--- src/rtl/fft_frame_streamer.sv ---
// ---------------------------------------------------------------------------
// fft_frame_streamer
//
// Reads one frame of filtered samples out of the sample buffer BRAM and
// delivers it to the FFT core. A single config beat goes out on the
// s_axis_config channel first, then the frame is streamed as an AXI-Stream
// master on s_axis_data, with tlast on the final beat.
//
// BRAM reads have one cycle of latency, so read data lands in a 2-entry skid
// FIFO. That FIFO keeps one beat per cycle going at full rate and absorbs
// any data still in flight when the FFT applies backpressure.
//
// Ports
//   clock, reset          system clock; asynchronous active-high reset
//   start                 one-cycle pulse: the buffer holds a complete frame
//   buf_en, buf_addr      BRAM read port (enable, address)
//   buf_dout              BRAM read data, valid one cycle after buf_en
//   cfg_tdata/tvalid      s_axis_config master side
//   cfg_tready            s_axis_config slave ready
//   dat_tdata/tvalid/tlast  s_axis_data master side, {16'h0000, sample}
//   dat_tready            s_axis_data slave ready
//   busy                  high from an accepted start until frame_done
//   frame_done            one-cycle pulse after the last data handshake
//   overrun               sticky: start seen while busy (cleared by reset)
// ---------------------------------------------------------------------------
//
// state  | meaning
// -------+------------------------------------------------------------------
// IDLE   | waiting for start
// CONFIG | cfg_tvalid held with CFG_WORD until the config handshake
// STREAM | issuing BRAM reads and streaming beats until the tlast handshake
// DONE   | one-cycle frame_done pulse, then back to IDLE
//
module fft_frame_streamer #(
    parameter int          FRAME_LEN = 1024,
    parameter int          ADDR_W    = 10,
    parameter logic [15:0] CFG_WORD  = 16'h0001
) (
    input  logic              clock,
    input  logic              reset,
    input  logic              start,
    output logic              buf_en,
    output logic [ADDR_W-1:0] buf_addr,
    input  logic [15:0]       buf_dout,
    output logic [15:0]       cfg_tdata,
    output logic              cfg_tvalid,
    input  logic              cfg_tready,
    output logic [31:0]       dat_tdata,
    output logic              dat_tvalid,
    input  logic              dat_tready,
    output logic              dat_tlast,
    output logic              busy,
    output logic              frame_done,
    output logic              overrun
);

    // One extra bit so a count can hold FRAME_LEN itself without wrapping.
    localparam int CNT_W = ADDR_W + 1;
    localparam logic [CNT_W-1:0] LEN_C  = CNT_W'(FRAME_LEN);
    localparam logic [CNT_W-1:0] LAST_C = CNT_W'(FRAME_LEN - 1);

    localparam logic [1:0] S_IDLE   = 2'd0;
    localparam logic [1:0] S_CONFIG = 2'd1;
    localparam logic [1:0] S_STREAM = 2'd2;
    localparam logic [1:0] S_DONE   = 2'd3;

    logic [1:0]       state_q,        state_d;
    logic [CNT_W-1:0] rd_cnt_q,       rd_cnt_d;
    logic [CNT_W-1:0] beat_cnt_q,     beat_cnt_d;
    logic             inflight_q,     inflight_d;
    logic [15:0]      fifo_mem_q [0:1];
    logic [15:0]      fifo_mem_d [0:1];
    logic             fifo_rd_ptr_q,  fifo_rd_ptr_d;
    logic             fifo_wr_ptr_q,  fifo_wr_ptr_d;
    logic [1:0]       fifo_cnt_q,     fifo_cnt_d;
    logic             overrun_q,      overrun_d;

    logic        start_accept;
    logic        cfg_hs;
    logic        pop;
    logic        push;
    logic        last_hs;
    logic        rd_window;
    logic [2:0]  level;
    logic [15:0] fifo_head;

    always_comb begin
        start_accept = start && (state_q == S_IDLE);

        cfg_tvalid = (state_q == S_CONFIG);
        cfg_tdata  = cfg_tvalid ? CFG_WORD : 16'h0000;
        cfg_hs     = cfg_tvalid && cfg_tready;

        fifo_head  = fifo_mem_q[fifo_rd_ptr_q];
        dat_tvalid = (state_q == S_STREAM) && (fifo_cnt_q != 2'd0);
        dat_tdata  = dat_tvalid ? {16'h0000, fifo_head} : 32'h0000_0000;
        dat_tlast  = dat_tvalid && (beat_cnt_q == LAST_C);
        pop        = dat_tvalid && dat_tready;
        last_hs    = pop && dat_tlast;

        // Data returning from last cycle's read always gets a FIFO slot:
        // reads are only issued while FIFO occupancy plus data in flight,
        // net of this cycle's pop, leaves room for one more entry.
        push  = inflight_q;
        level = 3'(fifo_cnt_q) + 3'(inflight_q) - 3'(pop);

        // The first read goes out in the config handshake cycle, so the
        // first beat is valid two cycles after that handshake.
        rd_window = cfg_hs || (state_q == S_STREAM);
        buf_en    = rd_window && (rd_cnt_q < LEN_C) && (level < 3'd2);
        buf_addr  = buf_en ? rd_cnt_q[ADDR_W-1:0] : '0;

        busy       = (state_q == S_CONFIG) || (state_q == S_STREAM);
        frame_done = (state_q == S_DONE);
        overrun    = overrun_q;
    end

    always_comb begin
        state_d = state_q;
        case (state_q)
            S_IDLE:   if (start_accept) state_d = S_CONFIG;
            S_CONFIG: if (cfg_hs)       state_d = S_STREAM;
            S_STREAM: if (last_hs)      state_d = S_DONE;
            S_DONE:                     state_d = S_IDLE;
            default:                    state_d = S_IDLE;
        endcase
    end

    always_comb begin
        rd_cnt_d   = rd_cnt_q;
        beat_cnt_d = beat_cnt_q;
        if (start_accept) begin
            rd_cnt_d   = '0;
            beat_cnt_d = '0;
        end else begin
            if (buf_en) rd_cnt_d   = rd_cnt_q + CNT_W'(1);
            if (pop)    beat_cnt_d = beat_cnt_q + CNT_W'(1);
        end
        inflight_d = buf_en;
        overrun_d  = overrun_q || (start && (state_q != S_IDLE));
    end

    always_comb begin
        fifo_mem_d    = fifo_mem_q;
        fifo_wr_ptr_d = fifo_wr_ptr_q;
        fifo_rd_ptr_d = fifo_rd_ptr_q;
        fifo_cnt_d    = fifo_cnt_q;
        if (push) begin
            fifo_mem_d[fifo_wr_ptr_q] = buf_dout;
            fifo_wr_ptr_d             = ~fifo_wr_ptr_q;
        end
        if (pop) fifo_rd_ptr_d = ~fifo_rd_ptr_q;
        case ({push, pop})
            2'b10:   fifo_cnt_d = fifo_cnt_q + 2'd1;
            2'b01:   fifo_cnt_d = fifo_cnt_q - 2'd1;
            default: fifo_cnt_d = fifo_cnt_q;
        endcase
    end

    always_ff @(posedge clock or posedge reset) begin
        if (reset) begin
            state_q       <= S_IDLE;
            rd_cnt_q      <= '0;
            beat_cnt_q    <= '0;
            inflight_q    <= 1'b0;
            fifo_mem_q[0] <= 16'h0000;
            fifo_mem_q[1] <= 16'h0000;
            fifo_rd_ptr_q <= 1'b0;
            fifo_wr_ptr_q <= 1'b0;
            fifo_cnt_q    <= 2'd0;
            overrun_q     <= 1'b0;
        end else begin
            state_q       <= state_d;
            rd_cnt_q      <= rd_cnt_d;
            beat_cnt_q    <= beat_cnt_d;
            inflight_q    <= inflight_d;
            fifo_mem_q    <= fifo_mem_d;
            fifo_rd_ptr_q <= fifo_rd_ptr_d;
            fifo_wr_ptr_q <= fifo_wr_ptr_d;
            fifo_cnt_q    <= fifo_cnt_d;
            overrun_q     <= overrun_d;
        end
    end

endmodule

--- config.mk ---
export PLATFORM = sky130hd
export DESIGN_NAME = fft_frame_streamer
export DESIGN_NICKNAME = d
export VERILOG_FILES = /design/src/rtl/fft_frame_streamer.sv
export SDC_FILE = /design/constraint.sdc
export NUM_CORES = 1
export LEC_CHECK = 0
export CAP_MARGIN = 30
export CORE_ASPECT_RATIO = 1.75
export CORE_UTILIZATION = 51
export CTS_BUF_LIST = sky130_fd_sc_hd__clkbuf_8
export DETAILED_ROUTE_END_ITERATION = 8
export PLACE_DENSITY = 0.79
export SKIP_CTS_REPAIR_TIMING = 1
export SYNTH_ARGS = -nofsm -noshare
export SYNTH_HDL_FRONTEND = slang
export SYNTH_SLANG_ARGS = --single-unit
--- constraint.sdc ---
create_clock -name clock -period 6.42 [get_ports clock]
set_input_delay 1.926 -clock clock [delete_from_list [all_inputs] [get_ports clock]]
set_output_delay 1.926 -clock clock [all_outputs]
set_load 0.05 [all_outputs]
==> results of run 1 <==
## cells in the mapped netlist
cell type  count
nor2b_1        1
nand2_1       13
nand2b_1       4
nand4b_1       1
o21ai_0        3
or3_1          3
and2_1        11
and3_1         2
fa_1           1
nor3_1         6
nand4_1        4
a21o_1         2
o31ai_1        3
nor4_1         4
o41ai_1        1
o22ai_1        1
nor2_1        32
o21ai_1        1
clkbuf_1      10
buf_1          1
ha_1           7
buf_4         32
o211ai_1       2
a41o_1         1
mux2_2        33
a31oi_1        1
mux2i_1       17
buf_2          3
o2111ai_1      1
dfrtp_1       62
a21oi_1        8
buf_6          1
and4_1         1
or4_1          4
inv_1          9
conb_1         1
xor2_1         7
nand3_1        8
xnor2_1       12
## worst min path at each step
stage | from | endpoint | depth (start not counted)
after floorplan | fifo_wr_ptr_q | fifo_wr_ptr_q | 1
after global placement | overrun | overrun | 1
after CTS | overrun | overrun | 1
after global routing | overrun | overrun | 1
final | overrun | overrun | 1
after detailed placement | overrun | overrun | 1
## layout by cell type, fill, tap and decap left out, drive strengths merged, types with 9 or more instances in the layout
cell type and instances:
conb 31, clkdlybuf4s50 43, mux2 33, dfrtp 62, xnor2 12, nand2 13, clkbuf 9, and2 11
nor2 32, inv 10, mux2i 17, buf 16
## sequential cells by signal, indices dropped and copies added (netlist names)
signal         count
fifo_rd_ptr_q      1
fifo_cnt_q         2
beat_cnt_q        11
state_q            2
inflight_q         1
fifo_wr_ptr_q      1
fifo_mem_q        32
rd_cnt_q          11
overrun            1
## power by group through the flow
stage / Sequential (mW) / Clock, mW / Combinational, mW
finish: 0.651 / 0.328 / 0.894
global route: 0.674 / 0.350 / 0.965
CTS: 0.654 / 0.336 / 0.907
detailed placement: 0.661 / 0 / 0.903
global placement: 0.651 / 0 / 0.890
floorplan: 0.596 / 0 / 0.737
## cell families (layout without fill, tap and decap cells)
kind of cell,Yosys count,count (layout),synth area share
flip-flops,62,62,0.465
AND/OR/NAND/NOR,94,94,0.140
multiplexers,50,50,0.163
XOR/XNOR,19,19,0.0499
other,1,31,0.00113
buffers and inverters,56,84,0.102
AO/OA/AOI/OAI,24,24,0.0458
adder cells (fa/ha/maj),8,8,0.0323
## per-layer routing
metal	global-route usage	routed length [um]
met3	0.0533	309
met2	0.365	3270
met1	0.195	2290
met5	0	0
met4	0.106	150
## through the flow
stage	std cells	util	worst slack [ns]	area (um^2)	hold slack, ns
2_1_floorplan	344	-	0.106	3460	0.454
3_3_place_gp	436	0.627	0.113	3940	0.439
3_5_place_dp	436	0.627	0.0498	3940	0.454
4_1_cts	452	0.658	0.0449	4130	0.469
5_1_grt	452	0.658	0.0255	4130	0.499
6_report	452	0.658	0.202	4130	0.464
## cell type report
cell class / instances / area share
sequential: 62 / 0.376
clock buffer: 9 / 0.0300
inverter: 9 / 0.00818
multi-input combinational: 226 / 0.379
clock inverter: 7 / 0.0161
timing repair buffer: 59 / 0.167
tap: 80 / 0.0242
==> results.cfg, run 1 <==
[worst_setup_path]
crit_family = buffers and inverters
critPathLaunch = dat_tready
cp_slowest_cell = clkdlybuf4s50_1
cp.required_ns = 4.49
rr_endpoint = rd_cnt_q[6]
critPathLaunchType = primary input
r2r-start = state_q[0]
cp.depth = 10
reg2reg_depth = 10
cp_max_fo = 14
cp_num_buf_inv = 3
r2r_slack_ns = 3.21
slowest_delay_ns = 0.52
cp-end-kind = output pin
crit_chain = clkdlybuf4s50_1 -> o211ai_1 -> xor2_1 -> nand2b_1 -> fa_1 -> nor2b_1 -> nand3_1 -> inv_2 -> and2_1 -> buf_12
crit_end = buf_addr[9]
path_class = in2out
worstPathArrival_ns = 4.29

[floorplanning]
die_w_um = 63.1
initial_utilization = 0.531
die_area_um2 = 6880
fp-row-count = 38
pin_count = 86
die_y_um = 109
fp.coreArea_um2 = 6280

[grt]
grt_pass1_vias = 2365
antenna_found_initial = 0
grt_overflow = 0
grt_pass1_wl_um = 10300
grtUsageTotal = 0.197
grt_max_degree = 63

[timing]
fin_crit_sh = 0.969
drv_slew = 0
setup_violations = 0
grt_setup_unrepaired = false
fin_crit_ns = 6.22
tightest_slew_ns = 0.931
hold_violations = 0
slew_headroom = 0.380
fin_tns_setup_ns = 0
fmax_mhz = 161
fin_skew_ns = 0.0130

[synth]
synth_warnings = 0
syn_area_per_cell_um2 = 10.6
synthCells = 314
ys_seq_area_frac = 0.465
syn-cell-area_um2 = 3330
yosysTopAreaCell = dfrtp_1
synth_top_area_frac = 0.465
ys_ff_latch = 62
synth.distinct_cells = 39
synth_area_leaders = dfrtp_1 (47%), mux2_2 (11%), buf_4 (7.2%), mux2i_1 (5.1%), nor2_1 (3.6%)

[power_and_ir_drop]
combPwrFrac = 0.477
p_total_mw = 1.87
internal-power_mw = 1.08
switching_share = 0.423
power.switching_mw = 0.792
seq_power_share = 0.348
ir_drop_mv = 0.293
p_leak_nw = 1.84
power_density_nw_per_um2 = 454
clkPwrFrac = 0.175

[layout]
multi_input_area_um2 = 1560
final_nets = 396
seq_area_um2 = 1550
antenna_cells = 0
syn_to_final_growth_pct = 23.8
final_layout_size_suffix_gt1_frac = 0.202
n_fill_cell = 525

[outcome]
status = finished, final reports clean

[drt]
wl_per_cell_um = 13.3
first_pass_iters = 6
route.detailed.drc = 0
finalWirelength_um = 6010
dr.first_iter.drc_count = 133
routed_via_density = 5.12
vias = 2315
antenna_left = 0

[placed_design]
port_buffers = 54
place_hpwl_um = 4370
gp_congestion = 0.816

[clock_tree]
h-tree-depth = 3
cts.path.max_buffers = 2
worstSkewPairLatency_ns = 0.34
path_clk_slew_ns = 0.07
clock_sinks = 62
numCtsBuffers = 9
root_buffer = clkbuf_8
cts_tree = done

[job]
cap_violations = 0

[worst_hold_path]
hold_path.class = reg2reg
Power figures use the tool's default switching activity.
==> inputs of run 2 (changes only) <==
- CORE_MARGIN: not set -> 3
- TNS_END_PERCENT: not set -> 20
==> results.cfg, run 2 (same netlist as run 1, synthesis figures left out) <==
[outcome]
status = finished, final reports clean

[placed_design]
gp_congestion = 0.795
dp_slack_ns = 0.0116
placed_cells = 436
place_hpwl_um = 4670
port_buffers = 54

[drt]
first_pass_iters = 4
wl_per_cell_um = 14.6
route.detailed.drc = 0
wl_met3_um = 319
dr.first_iter.drc_count = 117
finalWirelength_um = 6660
vias = 2363
antenna_left = 0
m1WireLength_um = 2490
top_layer = met4
routed_via_density = 5.17
wl_met2_um = 3720

[power_and_ir_drop]
internal-power_mw = 1.14
clkPwrFrac = 0.187
power_density_nw_per_um2 = 468
power.switching_mw = 0.819
combPwrFrac = 0.481
switching_share = 0.418
seq_power_share = 0.332
ir_drop_mv = 0.381
p_leak_nw = 1.86

[timing]
setup_violations = 0
drv_slew = 0
slew_headroom = 0.353
fin_skew_ns = 0.00603
fin_tns_setup_ns = 0
fin_crit_ns = 6.29
tightest_slew_ns = 0.971
fmax_mhz = 159
fin_crit_sh = 0.980
hold_slack_ns = 0.487
fin_ws_ns = 0.126
hold_violations = 0

[layout]
utilization = 0.667
final_nets = 401
final_cell_mix = dfrtp_1 (62), clkdlybuf4s50_1 (43), mux2_2 (33)
mostFrequentLayoutCell = dfrtp_1
final_layout_size_suffix_gt1_frac = 0.194
reg_top3 = fifo_mem_q: 32 flops, beat_cnt_q: 11 flops, rd_cnt_q: 11 flops
syn_to_final_growth_pct = 25.6
antenna_cells = 0
largest_reg_flops = 32
final_cells = 457
top_register = fifo_mem_q

[floorplanning]
die_area_um2 = 7580
fp.coreArea_um2 = 6280
initial_utilization = 0.531
pin_count = 86
fp-row-count = 38
die_y_um = 113
die_w_um = 67.1

[worst_setup_path]
worstPathArrival_ns = 4.37
critPathLaunchType = primary input
cp-end-kind = output pin
cp.required_ns = 4.49
path_class = in2out
cp_max_fo = 7

[grt]
grt_overflow = 0
grt_pass1_wl_um = 10800
grt_pass1_vias = 2390
grtUsageTotal = 0.188
grt_max_degree = 63
antenna_found_initial = 0

[clock_tree]
numCtsBuffers = 9
path_clk_slew_ns = 0.07
worstSkewPairLatency_ns = 0.33
h-tree-depth = 3
cts_tree = done
root_buffer = clkbuf_8
cts.path.max_buffers = 2
clock_sinks = 62

[worst_hold_path]
hold_path.class = reg2reg

[job]
cap_violations = 0
## run 2: worst paths after layout
| check | start | endpoint | slack (ns) | depth (start not counted) |
|---|---|---|---|---|
| max reg2reg | state_q[0] | rd_cnt_q[6] | 3.18 | 10 |
| min reg2reg | fifo_wr_ptr_q | fifo_wr_ptr_q | 0.49 | 1 |
| min | fifo_wr_ptr_q | fifo_wr_ptr_q | 0.49 | 1 |
| min in group asynchronous | reset | fifo_mem_q[1] | 2.13 | 3 |
| max | dat_tready | buf_addr[6] | 0.13 | 10 |
| max in group asynchronous | reset | fifo_mem_q[24] | 3.78 | 3 |
## run 2: cell type report
type / instances / area [um^2]
flip-flops and latches: 62 / 1550
fillers: 528 / 2090
clock buffers: 9 / 124
clock inverters: 7 / 90.1
repair buffers: 63 / 718
repair inverters: 1 / 7.51
inverters: 9 / 37.5
multi-input cells: 226 / 1560
well taps: 80 / 100
## run 2: critical path, cell delays in order
cell,delay [ns]
clkdlybuf4s50_1,0.53
o211ai_1,0.15
xor2_1,0.19
nand2b_1,0.17
fa_1,0.50
nor2b_1,0.21
nand3_2,0.18
clkinvlp_4,0.17
and2_1,0.19
buf_12,0.15
## run 2: power by group through the flow
stage | combinational [mW] | sequential, mW | clock, mW
4_1_cts | 0.917 | 0.653 | 0.376
3_3_place_gp | 0.891 | 0.649 | 0
5_1_grt | 1.01 | 0.675 | 0.395
2_1_floorplan | 0.737 | 0.596 | 0
6_report | 0.942 | 0.651 | 0.366
3_5_place_dp | 0.909 | 0.659 | 0
## run 2: routing by layer
metal / up-vias / track usage
met5: - / 0
met4: 0 / 0.0786
met3: 13 / 0.0497
met2: 74 / 0.329
met1: 1157 / 0.207
li1: 1119 / -
## run 2: through the flow
stage               power (mW)  instance area (um^2)
finish                    1.96                  4190
global route              2.08                  4190
CTS                       1.95                  4140
detailed placement        1.57                  3930
global placement          1.54                  3930
floorplan                 1.33                  3450
